## config.mk

```make
export PLATFORM = sky130hd
export DESIGN_NAME = posit_add_normalise
export DESIGN_NICKNAME = d
export VERILOG_FILES = /design/src/rtl/posit_add_pkg.sv /design/src/rtl/posit_add_normalise_lzc.sv /design/src/rtl/posit_add_normalise.sv
export SDC_FILE = /design/constraint.sdc
export NUM_CORES = 1
export LEC_CHECK = 0
export CAP_MARGIN = 20
export CORE_MARGIN = 4
export CORE_UTILIZATION = 45
export DETAILED_ROUTE_END_ITERATION = 12
export HOLD_SLACK_MARGIN = 0.06
export PLACE_DENSITY = 0.69
export SLEW_MARGIN = 20
export SYNTH_ARGS = -nofsm -noshare
export SYNTH_HDL_FRONTEND = slang
export SYNTH_SLANG_ARGS = --single-unit
```

## constraint.sdc

```tcl
create_clock -name clk -period 31.9 [get_ports clk]
set_input_delay 4.785 -clock clk [delete_from_list [all_inputs] [get_ports clk]]
set_output_delay 4.785 -clock clk [all_outputs]
set_load 0.02 [all_outputs]
```

## src/rtl/posit_add_pkg.sv

```systemverilog
// Shared types and helpers for the posit adder normalisation stage.
// Holds the stage FSM encoding, the default scale saturation limits and
// the regime-length rule used when deriving the rounding-stage fields.
package posit_add_pkg;

  typedef enum logic [1:0] {
    IDLE  = 2'd0,
    SHIFT = 2'd1,
    DONE  = 2'd2
  } state_t;

  localparam int POSIT_N   = 32;
  localparam int POSIT_ES  = 2;
  localparam int MAX_SCALE = (POSIT_N - 2) << POSIT_ES;
  localparam int MIN_SCALE = -MAX_SCALE;

  // Largest representable scale magnitude (maxpos/minpos) for a given format.
  function automatic int scale_limit(int n, int es);
    return (n - 2) << es;
  endfunction

  // Regime run length for a clamped scale: k = scale >>> es,
  // k >= 0 gives k+1, k < 0 gives -k, capped at n-2.
  function automatic int regime_len(int le, int es, int n);
    int k;
    int r;
    k = le >>> es;
    r = (k >= 0) ? (k + 1) : -k;
    if (r > n - 2) r = n - 2;
    return r;
  endfunction

endpackage

```

## src/rtl/posit_add_normalise_lzc.sv

```systemverilog
// Leading-zero counter over a W-bit vector.
// count is the number of zeros above the first set bit; all_zero flags an
// empty vector (count is then meaningless).
module posit_lzc #(
  parameter int W  = 32,
  parameter int CW = $clog2(W)
) (
  input  logic [W-1:0]  value,
  output logic [CW-1:0] count,
  output logic          all_zero
);

  // Scan from the MSB; stop counting at the first one.
  always_comb begin
    count    = '0;
    all_zero = 1'b1;
    for (int i = W - 1; i >= 0; i--) begin
      if (all_zero) begin
        if (value[i]) all_zero = 1'b0;
        else          count    = count + CW'(1);
      end
    end
  end

endmodule

```

## src/rtl/posit_add_normalise.sv

```systemverilog
// Normalisation stage of the posit adder/subtractor, feeding rounding.
// Absorbs a carry out of the aligned sum or removes its leading zeros, then
// saturates the scale and derives LE_O / E_O / R_O / Add_Mant_N.
// Build option: define POSIT_NORM_FASTLZC_EN to normalise fully in the
// capture cycle using the leading-zero counter; otherwise the mantissa is
// shifted left by at most STEP bits per SHIFT cycle. Results are identical.
module posit_add_normalise
  import posit_add_pkg::*;
#(
  parameter int N    = 32,
  parameter int ES   = 2,
  parameter int RS   = $clog2(N),
  parameter int STEP = 4
) (
  input  logic              clk,
  input  logic              rst,
  input  logic              in_valid,
  output logic              in_ready,
  input  logic [N-1:0]      IN1,
  input  logic [N-1:0]      IN2,
  input  logic              inf1,
  input  logic              inf2,
  input  logic              zero1,
  input  logic              zero2,
  input  logic              LS_I,
  input  logic [ES+RS+1:0]  LE_I,
  input  logic [N:0]        Add_Mant,
  output logic              out_valid,
  input  logic              out_ready,
  output logic [ES+RS:0]    LE_O,
  output logic [ES-1:0]     E_O,
  output logic [RS:0]       R_O,
  output logic [N:0]        Add_Mant_O,
  output logic [N-1:0]      Add_Mant_N,
  output logic              LS,
  output logic [N-1:0]      IN1_O,
  output logic [N-1:0]      IN2_O,
  output logic              inf1_O,
  output logic              inf2_O,
  output logic              zero1_O,
  output logic              zero2_O,
  output logic              mant_zero
);

  // Internal scale carries two extra bits so LE_I+1 and the shift
  // decrements never wrap before saturation.
  localparam int SW = ES + RS + 4;
  localparam int LW = ES + RS + 1;
  localparam logic signed [SW-1:0] scale_hi = SW'(scale_limit(N, ES));
  localparam logic signed [SW-1:0] scale_lo = -scale_hi;

  state_t                state;
  logic [N-1:0]          mant;
  logic signed [SW-1:0]  scale;
  logic [N-1:0]          lzc_in;
  logic [RS-1:0]         lz;
  logic                  lz_all_zero;
  logic [N-1:0]          nxt_mant;
  logic signed [SW-1:0]  nxt_scale;
  logic                  nxt_done;
  logic signed [SW-1:0]  le_ext;
  logic signed [SW-1:0]  sat_scale;
  logic [RS:0]           sat_regime;
  int                    shift_amt;

  // The counter looks at the incoming sum while idle and at the working
  // mantissa while shifting, so one instance serves both phases.
  assign lzc_in = (state == IDLE) ? Add_Mant[N-1:0] : mant;
  assign le_ext = {{(SW - LW - 1){LE_I[LW]}}, LE_I};

  posit_lzc #(
    .W  (N),
    .CW (RS)
  ) u_lzc (
    .value    (lzc_in),
    .count    (lz),
    .all_zero (lz_all_zero)
  );

  // Next mantissa/scale and whether that result is already normalised.
  always_comb begin
    nxt_mant  = mant;
    nxt_scale = scale;
    nxt_done  = 1'b0;
    shift_amt = 0;
    case (state)
      IDLE: begin
        nxt_mant  = Add_Mant[N-1:0];
        nxt_scale = le_ext;
        if (Add_Mant[N]) begin
          nxt_mant  = Add_Mant[N:1];
          nxt_scale = le_ext + SW'(1);
          nxt_done  = 1'b1;
        end else if (lz_all_zero) begin
          nxt_mant  = '0;
          nxt_scale = scale_lo;
          nxt_done  = 1'b1;
        end else if (Add_Mant[N-1]) begin
          nxt_done  = 1'b1;
        end else begin
`ifdef POSIT_NORM_FASTLZC_EN
          nxt_mant  = Add_Mant[N-1:0] << lz;
          nxt_scale = le_ext - SW'(lz);
          nxt_done  = 1'b1;
`endif
        end
      end
      SHIFT: begin
        // The final step is trimmed to the remaining zeros so the hidden
        // bit lands exactly at [N-1].
        shift_amt = (int'(lz) < STEP) ? int'(lz) : STEP;
        nxt_mant  = mant << shift_amt;
        nxt_scale = scale - SW'(shift_amt);
        nxt_done  = (int'(lz) <= STEP);
      end
      default: ;
    endcase
  end

  // Clamp to minpos/maxpos and derive the regime length of the result.
  always_comb begin
    sat_scale = nxt_scale;
    if (nxt_scale > scale_hi)      sat_scale = scale_hi;
    else if (nxt_scale < scale_lo) sat_scale = scale_lo;
    sat_regime = (RS + 1)'(regime_len(int'(sat_scale), ES, N));
  end

  // Stage FSM: capture, iterate, then hold the result until accepted.
  always_ff @(posedge clk) begin
    if (rst) begin
      state      <= IDLE;
      in_ready   <= 1'b1;
      out_valid  <= 1'b0;
      mant       <= '0;
      scale      <= '0;
      LE_O       <= '0;
      R_O        <= '0;
      Add_Mant_O <= '0;
      LS         <= 1'b0;
      IN1_O      <= '0;
      IN2_O      <= '0;
      inf1_O     <= 1'b0;
      inf2_O     <= 1'b0;
      zero1_O    <= 1'b0;
      zero2_O    <= 1'b0;
      mant_zero  <= 1'b0;
    end else begin
      case (state)
        IDLE: begin
          if (in_valid) begin
            mant       <= nxt_mant;
            scale      <= nxt_scale;
            Add_Mant_O <= Add_Mant;
            LS         <= LS_I;
            IN1_O      <= IN1;
            IN2_O      <= IN2;
            inf1_O     <= inf1;
            inf2_O     <= inf2;
            zero1_O    <= zero1;
            zero2_O    <= zero2;
            mant_zero  <= lz_all_zero & ~Add_Mant[N];
            in_ready   <= 1'b0;
            if (nxt_done) begin
              state     <= DONE;
              out_valid <= 1'b1;
              LE_O      <= sat_scale[LW-1:0];
              R_O       <= sat_regime;
            end else begin
              state <= SHIFT;
            end
          end
        end
        SHIFT: begin
          mant  <= nxt_mant;
          scale <= nxt_scale;
          if (nxt_done) begin
            state     <= DONE;
            out_valid <= 1'b1;
            LE_O      <= sat_scale[LW-1:0];
            R_O       <= sat_regime;
          end
        end
        DONE: begin
          if (out_ready) begin
            state     <= IDLE;
            out_valid <= 1'b0;
            in_ready  <= 1'b1;
          end
        end
        default: state <= IDLE;
      endcase
    end
  end

  assign E_O        = LE_O[ES-1:0];
  assign Add_Mant_N = mant;

endmodule

```

After elaboration in Yosys (flattened, before gate mapping)
Index checks and enable logic that the tools add are counted.
Word-level totals
  output and inout bits: 153
  ROM bits: 0
  memories: 0
  register bits: 164
  latch bits: 0
  bits of input ports: 115
  memory bits (writable): 0
Operators by class
  magnitude comparators: 6
  add/subtract/negate cells: 35
  shift-type cells: 1
  multiplexer cells: 164
  equal/unequal tests: 5
  $mul: 0
  divide/modulo/power cells: 0
  reduce and logical (&&, ||, !) cells: 9
  bitwise logic cells: 2
Operator list (number)
  $mux W5: 63
  $mux W32: 6
  $add A5 B1 Y5 const B: 30
  $mux W1: 72
  $pmux W32 S2: 1
  $mux W11: 5
  $pmux W11 S2: 2
  $gt A32 B6 Y1 const B: 1
  $neg A9 Y32: 1
  $shl A32 B5 Y32: 1
  $add A9 B2 Y10 const B: 2
  $mux W6: 3
  $mux W8: 2
  $pmux W8 S2: 1
  $pmux W6 S2: 1
  $gt A11 B8 Y1 const B: 1
  $lt A11 B8 Y1 const B: 1
  $sub A11 B6 Y11: 1
  $ge A9 B1 Y1 const B: 1
  $reduce_and A3 Y1: 3
  $mux W2: 4
  $ne A2 B2 Y1 const B: 3
  $pmux W2 S3: 1
  $le A5 B3 Y1 const B: 1
  other kinds (12): 15

Logic depth before layout (Yosys ltp)
  depth after elaboration: 110
  gate-level depth with buffers: 123

By module
From an unflattened synthesis, not the netlist that was laid out.
Second synthesis, totals
  cells, all modules: 1817
  area, all modules: 12893.6 um^2
Modules (own cells, without submodules)
  posit_add_normalise: area an instance 9322.7 um^2, seq. area each 3283.1 um^2, instances 1, cells an instance 1302
  posit_lzc: area an instance 3570.9 um^2, seq. area each 0.0 um^2, instances 1, cells an instance 515

Worst setup path after synthesis
No wires, ideal clock.
  kind: input port to flip-flop
  start point: input port Add_Mant[30]
  end point: register R_O[0]
  slack: 5.443 ns
  required time: 31.835 ns
  arrival time: 26.392 ns
  setup time: 0.065 ns
  stages: 118
  cell sequence: or4_4 > o31ai_4 > a21oi_1 > ha_1 > o21a_1 > ha_1 > and3_1 > o31a_1 > nor2_1 > o31ai_1 > ha_1 > a21oi_1 > a211oi_1 > o221a_2 > ha_1 > and3_1 > nor3_1 > nor2_1 > [... 82 more ...] > clkbuf_1 > inv_1 > nand2_1 > nor2_1 > inv_1 > ha_1 > inv_1 > nor4_1 > nand4_1 > ha_1 > or4b_2 > nor4_1 > nand4_1 > o21ai_0 > a41oi_1 > a21oi_1 > mux2i_1 > nor2_1
Between the ends
  word-level cells in the longest chain between the ends: 107
RTL lines
  start, declared: line posit_add_normalise.sv:27  | input logic [N:0] Add_Mant,
  $mux W32 (*): line posit_add_normalise.sv:68  | assign lzc_in = (state == IDLE) ? Add_Mant[N-1:0] : mant;
  $mux W5: line posit_add_normalise_lzc.sv:19  | if (value[i]) all_zero = 1'b0;
  $mux W5: line posit_add_normalise_lzc.sv:18  | if (all_zero) begin
  $add A5 B1 Y5: line posit_add_normalise_lzc.sv:20  | else count = count + CW'(1);
  $mux W5: line posit_add_normalise_lzc.sv:19
  $mux W5: line posit_add_normalise_lzc.sv:18
  $add A5 B1 Y5: line posit_add_normalise_lzc.sv:20
  $mux W5: line posit_add_normalise_lzc.sv:19
  [... 92 more ...]
  named net sat_scale[2]: line posit_add_normalise.sv:62  | logic signed [SW-1:0] sat_scale;
  $neg A9 Y32, or another cell as far along: line posit_add_pkg.sv:28  | r = (k >= 0) ? (k + 1) : -k;
  $mux W32 (*): line posit_add_pkg.sv:28
  $gt A32 B6 Y1: line posit_add_pkg.sv:29  | if (r > n - 2) r = n - 2;
  $mux W6 (*): line posit_add_pkg.sv:29
  $mux W6 (*): line posit_add_normalise.sv:163, posit_add_normalise.sv:176
  $mux W6: line posit_add_normalise.sv:150  | if (in_valid) begin
  $pmux W6 S2 (*): line posit_add_normalise.sv:148  | case (state)
  end signal, assigned: line posit_add_normalise.sv:167  | R_O <= sat_regime;
  end signal, assigned: line posit_add_normalise.sv:180  | R_O <= sat_regime;
  end, declared: line posit_add_normalise.sv:32  | output logic [RS:0] R_O,
The timed path passes the listed nets; every way through them passes the cells marked *. The select of a mux whose other input is x is not followed.
A chain may end at the register's enable or synchronous reset.

Worst setup path after layout
  start point: input port Add_Mant[31]
  end point: register R_O[0]
Between the ends
  word-level cells in the longest chain between the ends: 109
RTL lines (line)
  $mux W32 (*): posit_add_normalise.sv:68
  $mux W1: posit_add_normalise_lzc.sv:19
  $add A1 B1 Y2: posit_add_normalise_lzc.sv:20
  $mux W5: posit_add_normalise_lzc.sv:19
  $mux W5: posit_add_normalise_lzc.sv:18
  $add A5 B1 Y5: posit_add_normalise_lzc.sv:20
  $mux W5: posit_add_normalise_lzc.sv:19
  $mux W5: posit_add_normalise_lzc.sv:18
  [... 94 more ...]
  named net sat_scale[3]: posit_add_normalise.sv:62
  $neg A9 Y32, or another cell as far along: posit_add_pkg.sv:28
  $mux W32 (*): posit_add_pkg.sv:28
  $gt A32 B6 Y1: posit_add_pkg.sv:29
  $mux W6 (*): posit_add_pkg.sv:29
  $mux W6 (*): posit_add_normalise.sv:163, posit_add_normalise.sv:176
  $mux W6: posit_add_normalise.sv:150
  $pmux W6 S2 (*): posit_add_normalise.sv:148
Marks and branches as above.

==> results.yml <==
yosys:
  postSynthAreaPerCell_um2: 7.26
  synthTopCellsByArea: "sky130_fd_sc_hd__dfxtp_1 24%, sky130_fd_sc_hd__nand2_1 9.8%, sky130_fd_sc_hd__a21oi_1 7.2%"
  ys.warnings.count: 0
  ys_seq_elements: 164
  yosysTopAreaCellShare: 0.236
  synth_cells: 1918
  synthesis.area_um2: 13900
  syn_nets: 2078
  post_synthesis_cell_type_with_the_largest_combined_area: "sky130_fd_sc_hd__dfxtp_1"
  edff_count_synth: 0
  async_reset_ff_frac: 0
  ys_dominant_reg_cell: "sky130_fd_sc_hd__dfxtp_1"
  yosysSeqAreaShare: 0.236
  netlist-cell-type-count: 111
clock_tree:
  cts-resized-gates: 0
  cts.hold.buffers_added: 0
  clock_tree_from_tritoncts: "yes"
  clk_root_buffer_cell: "sky130_fd_sc_hd__clkbuf_16"
  cts_buffers: 17
  cts.path.max_buffers: 2
  setup_bufs_post_cts: 0
  clock-sinks: 164
  clkSlewWorstSetupHoldPaths_ps: 70
  ctsHtreeMaxLevel: 4
  worst_skew_pair.late_latency_ps: 460
setup_path:
  cp-start-kind: "input pin"
  critical_path.max_fanout: 32
  crit_path_end_kind: "flop"
  worst_ep_required_time_ps: 32290
  cp_common_cell: "sky130_fd_sc_hd__ha_1"
  worst-setup-path-type: "in2reg"
  slowest_stage: "sky130_fd_sc_hd__xor2_1"
  arrival_ps: 29920
  slowest_delay_ps: 710
power_and_ir_drop:
  p_total_mw: 0.792
  max-vdd-ir-drop_v: 0.0000539
  static-leakage-power_nw: 6.72
  power_density_nw_per_um2: 45.9
routing:
  avgViaCountPerCell: 6.07
  detail_route.drc_violations: 0
  detailedRoute.firstPassIterationCount: 6
  final_antenna_net_count: 0
  routed_wl_mm: 50.7
  routedWlPerCell_um: 20.3
  num_vias: 15200
  drt_iter0_drc: 1267
placed_design:
  placement.io_buffers: 267
  place_worst_setup_slack_ps: 2280
  gp_congestion: 0.930
  detailedPlacementHpwl_mm: 37.0
timing:
  min_period_ps: 29530
  timing.max_slew.rel_slack: 0.190
  final_hold_viol_count: 0
  setup_viol_count_final: 0
  worst_slew_pin_slew_ps: 1210
  totalNegativeSetupSlack_ps: 0
  final.setup_skew_ps: 11.2
  timing.fmax_mhz: 33.9
  min_period_over_period: 0.926
  final_critical_path_setup_slack_ps: 2370
  unrepaired_setup_endpoints_after_global_routing: "false"
  maxSlewViolCount: 0
die:
  die_width_um: 184
  fp-row-count: 64
  start_util: 0.455
  die_area_um2: 33800
  ios: 268
  die_y_um: 184
  fp.coreArea_um2: 30600
global_routing:
  grt_pass1_wl_mm: 78.6
  first_global_vias: 14300
  overflow: 0
  pin_count_of_the_biggest_net_entering_global_routing: 93
  grt_usage: 0.287
  initial_antenna_violation_count: 0
flow_run:
  cap_violations: 0
final_layout:
  finish.net_count: 2253
  syn2layout_area_growth_pct: 24.0
  area.sequential_um2: 3280
  antenna_cells: 0
  drive_gt1_frac: 0.0636
  multi_input_combinational_cell_area_um2: 9930
  layout.filler_cells: 2921
status:
  result_of_the_run: "complete, no violations"
hold_path:
  min-delay-path-class: "reg2reg"
==> state kept, by name, indices dropped and copies added, names as in the netlist <==
name / cells
Add_Mant_N: 32
Add_Mant_O: 33
IN1_O: 32
IN2_O: 32
LE_O: 8
LS: 1
R_O: 6
in_ready: 1
inf1_O: 1
inf2_O: 1
mant_zero: 1
out_valid: 1
scale: 11
state: 2
zero1_O: 1
zero2_O: 1
==> layer usage <==
layer,wire [µm],vias up,GRT usage,part of all wire
met5,0,-,0,0
met4,1270,0,0.0873,0.025
met3,4370,94,0.0784,0.086
met2,24100,642,0.483,0.47
met1,21000,7177,0.359,0.41
li1,-,7273,-,-
==> power breakdown <==
part	switching (mW)	leakage, nW	internal, mW
combinational	0.197	5.10	0.135
sequential	0.0212	1.35	0.222
clock	0.105	0.278	0.111
==> synth_stat cells, types with 9 or more instances <==
master,n
sky130_fd_sc_hd__a2111oi_0,12
sky130_fd_sc_hd__a211oi_1,36
sky130_fd_sc_hd__a21o_1,16
sky130_fd_sc_hd__a21oi_1,199
sky130_fd_sc_hd__a221oi_1,9
sky130_fd_sc_hd__a311oi_1,10
sky130_fd_sc_hd__a31oi_1,15
sky130_fd_sc_hd__and2_1,22
sky130_fd_sc_hd__and3_1,42
sky130_fd_sc_hd__buf_2,15
sky130_fd_sc_hd__clkbuf_1,93
sky130_fd_sc_hd__dfxtp_1,164
sky130_fd_sc_hd__ha_1,44
sky130_fd_sc_hd__inv_1,46
sky130_fd_sc_hd__mux2_2,13
sky130_fd_sc_hd__mux2i_1,90
sky130_fd_sc_hd__nand2_1,365
sky130_fd_sc_hd__nand2b_1,12
sky130_fd_sc_hd__nand3_1,52
sky130_fd_sc_hd__nand4_1,22
sky130_fd_sc_hd__nor2_1,178
sky130_fd_sc_hd__nor3_1,38
sky130_fd_sc_hd__nor4_1,9
sky130_fd_sc_hd__o21ai_0,70
sky130_fd_sc_hd__o21ai_1,13
sky130_fd_sc_hd__o31a_1,10
sky130_fd_sc_hd__o31ai_1,18
sky130_fd_sc_hd__or3_1,17
sky130_fd_sc_hd__xnor2_1,39
sky130_fd_sc_hd__xor2_1,23
==> cell type report <==
type | instances | area share
Timing Repair Buffer | 282 | 0.161
Multi-Input combinational cell | 1578 | 0.575
Inverter | 50 | 0.0109
Clock inverter | 15 | 0.00956
Sequential cell | 164 | 0.190
Tap cell | 396 | 0.0287
Clock buffer | 17 | 0.0246
==> cells in the final DEF, fill, tap and decap left out, types with 36 or more instances in the layout <==
master and count:
sky130_fd_sc_hd__nand2_1 364, sky130_fd_sc_hd__and3_1 42, sky130_fd_sc_hd__clkdlybuf4s50_1 265, sky130_fd_sc_hd__xnor2_1 39
sky130_fd_sc_hd__ha_1 44, sky130_fd_sc_hd__nand3_1 52, sky130_fd_sc_hd__mux2i_1 89, sky130_fd_sc_hd__nor2_1 177
sky130_fd_sc_hd__a211oi_1 36, sky130_fd_sc_hd__nor3_1 38, sky130_fd_sc_hd__o21ai_0 70, sky130_fd_sc_hd__inv_1 46
sky130_fd_sc_hd__a21oi_1 199, sky130_fd_sc_hd__dfxtp_1 163
==> critical path, delay by kind of cell <==
family / cells / cell delay (ps)
muxes: 11 / 1920
adders and majority gates: 20 / 5990
buffers and inverters: 5 / 1470
and+or+nand+nor: 36 / 6230
AOI/OAI and AO/OA: 33 / 7320
xor gates and xnor gates: 9 / 2210
==> through the flow <==
stage	hold slack (ps)	instance area, µm²	utilization	std cells
floorplan	463	13900	-	1918
global placement	441	16700	0.545	2470
detailed placement	446	16700	0.545	2470
CTS	455	17300	0.565	2502
global route	471	17300	0.565	2502
finish	454	17300	0.565	2502
==> cells by family (layout without fill, tap and decap cells) <==
family / Yosys count / in the layout / synth area share
muxes: 104 / 104 / 0.0763
adders and majority gates: 51 / 51 / 0.0453
DFF: 164 / 164 / 0.236
AOI/OAI and AO/OA: 520 / 520 / 0.251
xor gates and xnor gates: 73 / 73 / 0.0566
and+or+nand+nor: 829 / 829 / 0.281
buffers and inverters: 176 / 364 / 0.0539
other: 1 / 1 / 0.000269
==> worst paths after layout <==
check                                     from  slack [ps]  depth (start not counted)        endpoint
worst min-delay path            Add_Mant_O[18]         450                          2  Add_Mant_O[18]
worst max register to register        state[0]        6150                        114          R_O[0]
worst min register to register  Add_Mant_O[18]         450                          2  Add_Mant_O[18]
worst max-delay path              Add_Mant[31]        2370                        114          R_O[0]
Note: power is estimated with default switching activity, not from simulation.
